### src/rtl/cskip_adder_pipe.sv
// cskip_adder_pipe: pipelined carry-skip adder, SUM = A + B + cin (WIDTH+1 bits).
// The operands are cut into STAGES slices of WIDTH/STAGES bits, one slice per
// stage. Each slice is a chain of BLOCK-bit ripple blocks with a skip mux.
// The whole pipe advances together under a valid/ready handshake.
// Optional feature: define CSKIP_OVF_EN to add the registered signed-overflow
// output ovf. It has the same timing as SUM.
module cskip_adder_pipe #(
  parameter int WIDTH  = 32,
  parameter int BLOCK  = 4,
  parameter int STAGES = 2
) (
  input  logic             clk,
  input  logic             rst_n,
  input  logic             in_valid,
  output logic             in_ready,
  input  logic [WIDTH-1:0] A,
  input  logic [WIDTH-1:0] B,
  input  logic             cin,
  output logic             out_valid,
  input  logic             out_ready,
  output logic [WIDTH:0]   SUM
`ifdef CSKIP_OVF_EN
  ,
  output logic             ovf
`endif
);

  localparam int SL = WIDTH / STAGES;
  localparam int NB = SL / BLOCK;

  if (STAGES < 1 || STAGES > 8 || BLOCK < 1 || (WIDTH % BLOCK) != 0 ||
      ((WIDTH / BLOCK) % STAGES) != 0) begin : g_cfg_check
    $error("cskip_adder_pipe: need WIDTH %% BLOCK == 0, (WIDTH/BLOCK) %% STAGES == 0, STAGES in 1..8");
  end

  // One slice: NB ripple blocks. A block whose bits all propagate passes its
  // carry-in straight through. Returns {carry_out, sum}.
  function automatic logic [SL:0] cskip_slice(input logic [SL-1:0] a,
                                              input logic [SL-1:0] b,
                                              input logic          ci);
    logic [SL-1:0] s;
    logic          c_blk;
    logic          c_rip;
    logic          p_all;
    s     = '0;
    c_blk = ci;
    for (int k = 0; k < NB; k++) begin
      c_rip = c_blk;
      p_all = 1'b1;
      for (int j = k * BLOCK; j < (k + 1) * BLOCK; j++) begin
        s[j]  = a[j] ^ b[j] ^ c_rip;
        c_rip = (a[j] & b[j]) | (c_rip & (a[j] ^ b[j]));
        p_all = p_all & (a[j] ^ b[j]);
      end
      c_blk = p_all ? c_blk : c_rip;
    end
    return {c_blk, s};
  endfunction

`ifdef CSKIP_OVF_EN
  // Two's-complement overflow: the operands share a sign and the result's sign differs.
  function automatic logic signed_ovf(input logic a_msb, input logic b_msb, input logic s_msb);
    return (a_msb == b_msb) && (s_msb != a_msb);
  endfunction
`endif

  logic                         adv;
  logic [STAGES-1:0]            vld_p;
  logic [STAGES-1:0]            cy_p;
  logic [STAGES-1:0][WIDTH-1:0] sum_p;
  logic [STAGES-1:0][WIDTH-1:0] a_p;
  logic [STAGES-1:0][WIDTH-1:0] b_p;
  logic                         unused_ops;

  assign out_valid = vld_p[STAGES-1];
  assign adv       = !out_valid || out_ready;
  assign in_ready  = adv && rst_n;
  assign SUM       = {cy_p[STAGES-1], sum_p[STAGES-1]};

  // Operand bits below the current slice are carried along but not read again.
  assign unused_ops = ^{a_p, b_p};

  for (genvar s = 0; s < STAGES; s++) begin : g_stage
    logic             vld_i;
    logic             cy_i;
    logic [WIDTH-1:0] sum_i;
    logic [WIDTH-1:0] a_i;
    logic [WIDTH-1:0] b_i;
    logic [SL:0]      slc;
    logic [WIDTH-1:0] sum_nx;
    logic             ld;
    logic             vld_q;
    logic             cy_q;
    logic [WIDTH-1:0] sum_q;

    // ---- stage s input boundary: ports for stage 0, previous stage otherwise
    if (s == 0) begin : g_src_port
      assign vld_i = in_valid;
      assign cy_i  = cin;
      assign sum_i = '0;
      assign a_i   = A;
      assign b_i   = B;
    end else begin : g_src_prev
      assign vld_i = vld_p[s-1];
      assign cy_i  = cy_p[s-1];
      assign sum_i = sum_p[s-1];
      assign a_i   = a_p[s-1];
      assign b_i   = b_p[s-1];
    end

    assign slc = cskip_slice(a_i[s*SL +: SL], b_i[s*SL +: SL], cy_i);
    assign ld  = adv && vld_i;

    // Merge this stage's slice into the partial sum.
    always_comb begin
      sum_nx             = sum_i;
      sum_nx[s*SL +: SL] = slc[SL-1:0];
    end

    // Stage valid bit: cleared by reset and moves only when the pipe advances.
    always_ff @(posedge clk or negedge rst_n) begin
      if (!rst_n)   vld_q <= 1'b0;
      else if (adv) vld_q <= vld_i;
    end

    // ---- stage s output boundary
    if (s == STAGES - 1) begin : g_last
      // Output stage: SUM is cleared by reset. It loads only for a live
      // transaction, so it holds the last result between transactions.
      always_ff @(posedge clk or negedge rst_n) begin
        if (!rst_n) begin
          sum_q <= '0;
          cy_q  <= 1'b0;
        end else if (ld) begin
          sum_q <= sum_nx;
          cy_q  <= slc[SL];
        end
      end
      assign a_p[s] = '0;
      assign b_p[s] = '0;
`ifdef CSKIP_OVF_EN
      // The overflow flag is registered together with SUM.
      always_ff @(posedge clk or negedge rst_n) begin
        if (!rst_n)  ovf <= 1'b0;
        else if (ld) ovf <= signed_ovf(a_i[WIDTH-1], b_i[WIDTH-1], sum_nx[WIDTH-1]);
      end
`endif
    end else begin : g_mid
      logic [WIDTH-1:0] a_q;
      logic [WIDTH-1:0] b_q;
      // Intermediate data registers: partial sum, slice carry and operands still to add.
      always_ff @(posedge clk) begin
        if (ld) begin
          sum_q <= sum_nx;
          cy_q  <= slc[SL];
          a_q   <= a_i;
          b_q   <= b_i;
        end
      end
      assign a_p[s] = a_q;
      assign b_p[s] = b_q;
    end

    assign vld_p[s] = vld_q;
    assign cy_p[s]  = cy_q;
    assign sum_p[s] = sum_q;
  end

endmodule

### config.mk
export PLATFORM = sky130hd
export DESIGN_NAME = cskip_adder_pipe
export DESIGN_NICKNAME = d
export VERILOG_FILES = /design/src/rtl/cskip_adder_pipe.sv
export SDC_FILE = /design/constraint.sdc
export NUM_CORES = 1
export LEC_CHECK = 0
export CORE_MARGIN = 3
export CORE_UTILIZATION = 42
export CTS_BUF_LIST = sky130_fd_sc_hd__clkbuf_8 sky130_fd_sc_hd__clkbuf_16
export CTS_CLUSTER_SIZE = 14
export DETAILED_ROUTE_END_ITERATION = 8
export PLACE_DENSITY_LB_ADDON = 0.05
export SYNTH_ARGS = -nofsm -noshare
export SYNTH_HDL_FRONTEND = slang
export SYNTH_SLANG_ARGS = --single-unit
export TNS_END_PERCENT = 10
### constraint.sdc
create_clock -name clk -period 17.05 [get_ports clk]
set_clock_uncertainty 0.2 [all_clocks]
set_input_delay 2.5575 -clock clk [delete_from_list [all_inputs] [get_ports clk]]
set_output_delay 2.5575 -clock clk [all_outputs]
set_load 0.01 [all_outputs]
==> results of run 1 <==
[synthesized netlist by cell type]
cell,number,area (sq um)
nand4_1,7,43.8
mux2_2,32,360
a22o_1,1,8.76
ha_1,32,400
and2_1,2,12.5
and4_1,1,8.76
mux2_4,2,30.0
nand2b_1,2,12.5
a41oi_1,1,8.76
nor2_1,4,15.0
fa_1,32,641
o21a_1,1,7.51
a21o_1,1,7.51
buf_4,1,7.51
nand2_1,6,22.5
o21ai_0,3,15.0
a21oi_1,1,5.00
inv_1,15,56.3
dfrtp_1,35,876
edfxtp_1,49,1470
nand3b_1,1,7.51
buf_2,3,15.0
[metrics by stage]
stage	util	cell area, sq um	hold slack, ns	power (mW)
CTS	0.580	5390	0.287	0.575
floorplan	-	4030	0.253	0.348
global route	0.580	5390	0.294	0.602
detailed placement	0.561	5210	0.265	0.444
finish	0.580	5390	0.282	0.564
global placement	0.561	5210	0.257	0.440
[worst max-delay path, cell delays in order]
cell and delay [ns]:
clkdlybuf4s50_1 0.45, fa_1 0.45, fa_1 0.39, fa_1 0.39, fa_1 0.36, mux2_4 0.28, fa_1 0.39, fa_1 0.40
fa_1 0.38, fa_1 0.38, mux2_4 0.28, fa_1 0.39, fa_1 0.39, fa_1 0.38, inv_1 0.08, fa_1 0.16
nor2_1 0.04, a21o_1 0.18, fa_1 0.39, fa_1 0.41, fa_1 0.37, inv_1 0.08, fa_1 0.41, inv_1 0.06
[area by class of cell]
| class | instances | area share |
|---|---|---|
| well taps | 129 | 0.0300 |
| clock inverters | 7 | 0.0104 |
| inverters | 15 | 0.0104 |
| repair buffers | 104 | 0.192 |
| clock buffers | 9 | 0.0230 |
| multi-input cells | 129 | 0.299 |
| flip-flops and latches | 84 | 0.436 |
[logic make-up after synthesis]
kind of cell,after synthesis
buf+inv,19
compound gates,8
mux,34
fa+ha+maj,64
flops,84
simple gates,23
[sequential cells by signal (all words and copies together) (netlist names)]
register	cells
g_stage.sum_q	48
g_stage.cy_q	2
g_stage.g_mid.b_q	16
g_stage.vld_q	1
g_stage.g_mid.a_q	16
out_valid	1
[layer usage]
layer | vias to the layer above | part of all wire
met5 | - | 0
met4 | 0 | 0.016
met3 | 8 | 0.069
met2 | 65 | 0.53
met1 | 1050 | 0.39
li1 | 1020 | -
[worst paths after layout]
path	start	to	slack, ns	cells after the start
setup / recovery	A[0]	g_stage[0].sum_q[15]	7.05	24
hold / removal	g_stage[0].sum_q[6]	g_stage[1].sum_q[6]	0.28	1
setup reg to reg	g_stage[0].cy_q	g_stage[1].sum_q[31]	9.11	25
hold reg to reg	g_stage[0].sum_q[6]	g_stage[1].sum_q[6]	0.28	1
max in group asynchronous	rst_n	g_stage[1].sum_q[5]	14.01	1
min in group asynchronous	rst_n	g_stage[1].sum_q[0]	2.11	1
[layout by cell type (no fill, tap or decap), types with 4 or more instances in the layout]
cell type and instances:
nand4_1 7, edfxtp_1 49, mux2_2 32, inv_6 4, inv_1 15, fa_1 32
dfrtp_1 35, clkbuf_8 9, clkdlybuf4s50_1 102, nor2_1 4, nand2_1 5, ha_1 32
[power by group]
| part | internal (mW) | switching, mW | leakage, nW |
|---|---|---|---|
| clock network | 0.0549 | 0.0737 | 0.0910 |
| logic | 0.0973 | 0.0618 | 1.19 |
| registers | 0.257 | 0.0190 | 0.876 |
| total | 0.410 | 0.155 | 2.15 |
==> summary.md, run 1 <==
| Metric | Value |
|---|---|
| Outcome | finished clean |
| F_max | 0.100 GHz |
| Nets | 476 |
| Die height | 104 um |
| Distinct cell type count after synthesis | 22 |
| Share of cells above drive strength 1 | 0.155 |
| Number of antenna violations at the first check in global routing | 0 |
| Detailed Route Iter0 Violations | 45 |
| Min Tclk post-route | 10.00 ns |
| HPWL after detailed placement | 5.34 mm |
| Clock latency on the worst-skew pair | 0.35 ns |
| Global-route wire length before repair | 11.6 mm |
| Largest net degree at the start of global routing | 37 |
| Core Box Area | 9280 sq um |
| P per Cell Area | 105 nW/um^2 |
| Synth Area in Compound Gates | 0.0130 |
| DR WL/cell | 14.8 um |
| Clock sink count | 84 |
| WS Path Type | in -> reg |
| Met1 usage | 0.155 |
| Grt peak-use layer | met2 |
| Die Span X | 104 um |
| Via density | 4.49 |
| Detailed-route via count | 2143 |
| H-tree level count | 3 |
| Gr ovfl total | 0 |
| Ys Warns | 0 |
| Post-Syn Area | 4030 sq um |
| # rows | 35 |
| Total Die Area | 10800 sq um |
| Setup crit end kind | flop |
| Synth Area in XOR/XNOR | 0 |
| Syn Area/Cell | 17.4 sq um |
| Area occupied by multi-input gates | 1610 sq um |
| Sequential area share after synthesis | 0.582 |
| Synthesized Nets | 365 |
| Worst slew pin tran | 0.853 ns |
| Gpl congestion | 0.722 |
| Final Hold Viols | 0 |
| Inst Count DP | 461 |
| Dpl ws | 6.67 ns |
| Drt first pass iters | 4 |
| Mux contribution to synthesized area | 0.0968 |
| Setup Buffers After CTS | 0 |
| Final Max Slew Viols | 0 |
| Initial Util | 0.434 |
| Clock-pin slew on the worst setup and hold paths | 0.09 ns |
| Layout area overhead | 33.6% |
| Final worst slack | 7.05 ns |
| Hold Path Class | reg -> reg |
| Drt total wl | 7.04 mm |
| Buffers on Ports | 103 |
| Setup violators final | 0 |
| Post-route insts no fill | 477 |
| CTS tree | done |
| CTS Hold Bufs | 0 |
| ANT cells | 0 |
| Fillers | 758 |
| Synth Register Bits | 84 |
| Residual DRC | 0 |
| Max FO, Critical Path | 2 |
| Post-synthesis simple-gate area fraction | 0.0304 |
| Worst EP arrival | 10.03 ns |
| Global routing usage on met3 | 0.0484 |
| RSZ-0062 raised after global routing | false |
| Adder-cell area share of the yosys netlist | 0.258 |
| Clock root cell | clkbuf_8 |
| Leak | 2.15 nW |
| Post-Synthesis Cells | 232 |
| Startpoint types | primary input |
| Total negative slack | 0 ns |
| Vias in the first global route | 2348 |
| # IOs | 104 |
| Clock buffer depth | 2 |
| Met2 Usage GRT | 0.245 |
| Worst EP required | 17.08 ns |
| Final ANT Viol Nets | 0 |
| Period utilisation layout | 0.587 |
| Total GRT Usage | 0.138 |
| Max Cap Viol | 0 |
| Seq. cell area | 2350 sq um |
| Num CTS Buffers | 9 |
| Post-CTS resize count | 0 |
| Largest family of logic cells by synthesized area | adder cells |
| Peak VDD IR | 0.0493 mV |
| Slew margin rel. | 0.431 |
(Power assumes the default switching activity.)
==> run 2: changes to the inputs <==
Clock period 17.05 ns to 9.3 ns, I/O delays scaled along.
==> results of run 2 <==
Same layout as run 1 (identical final DEF). Status: finished clean.
Main changes from that run: setup slack after placement 6.67 ns -> 0.0779 ns; setup slack after layout 7.05 ns -> 0.459 ns; register-to-register setup slack 9.11 ns -> 1.36 ns; total power 0.564 mW -> 1.03 mW; worst IR drop on VDD 0.0493 mV -> 0.0904 mV
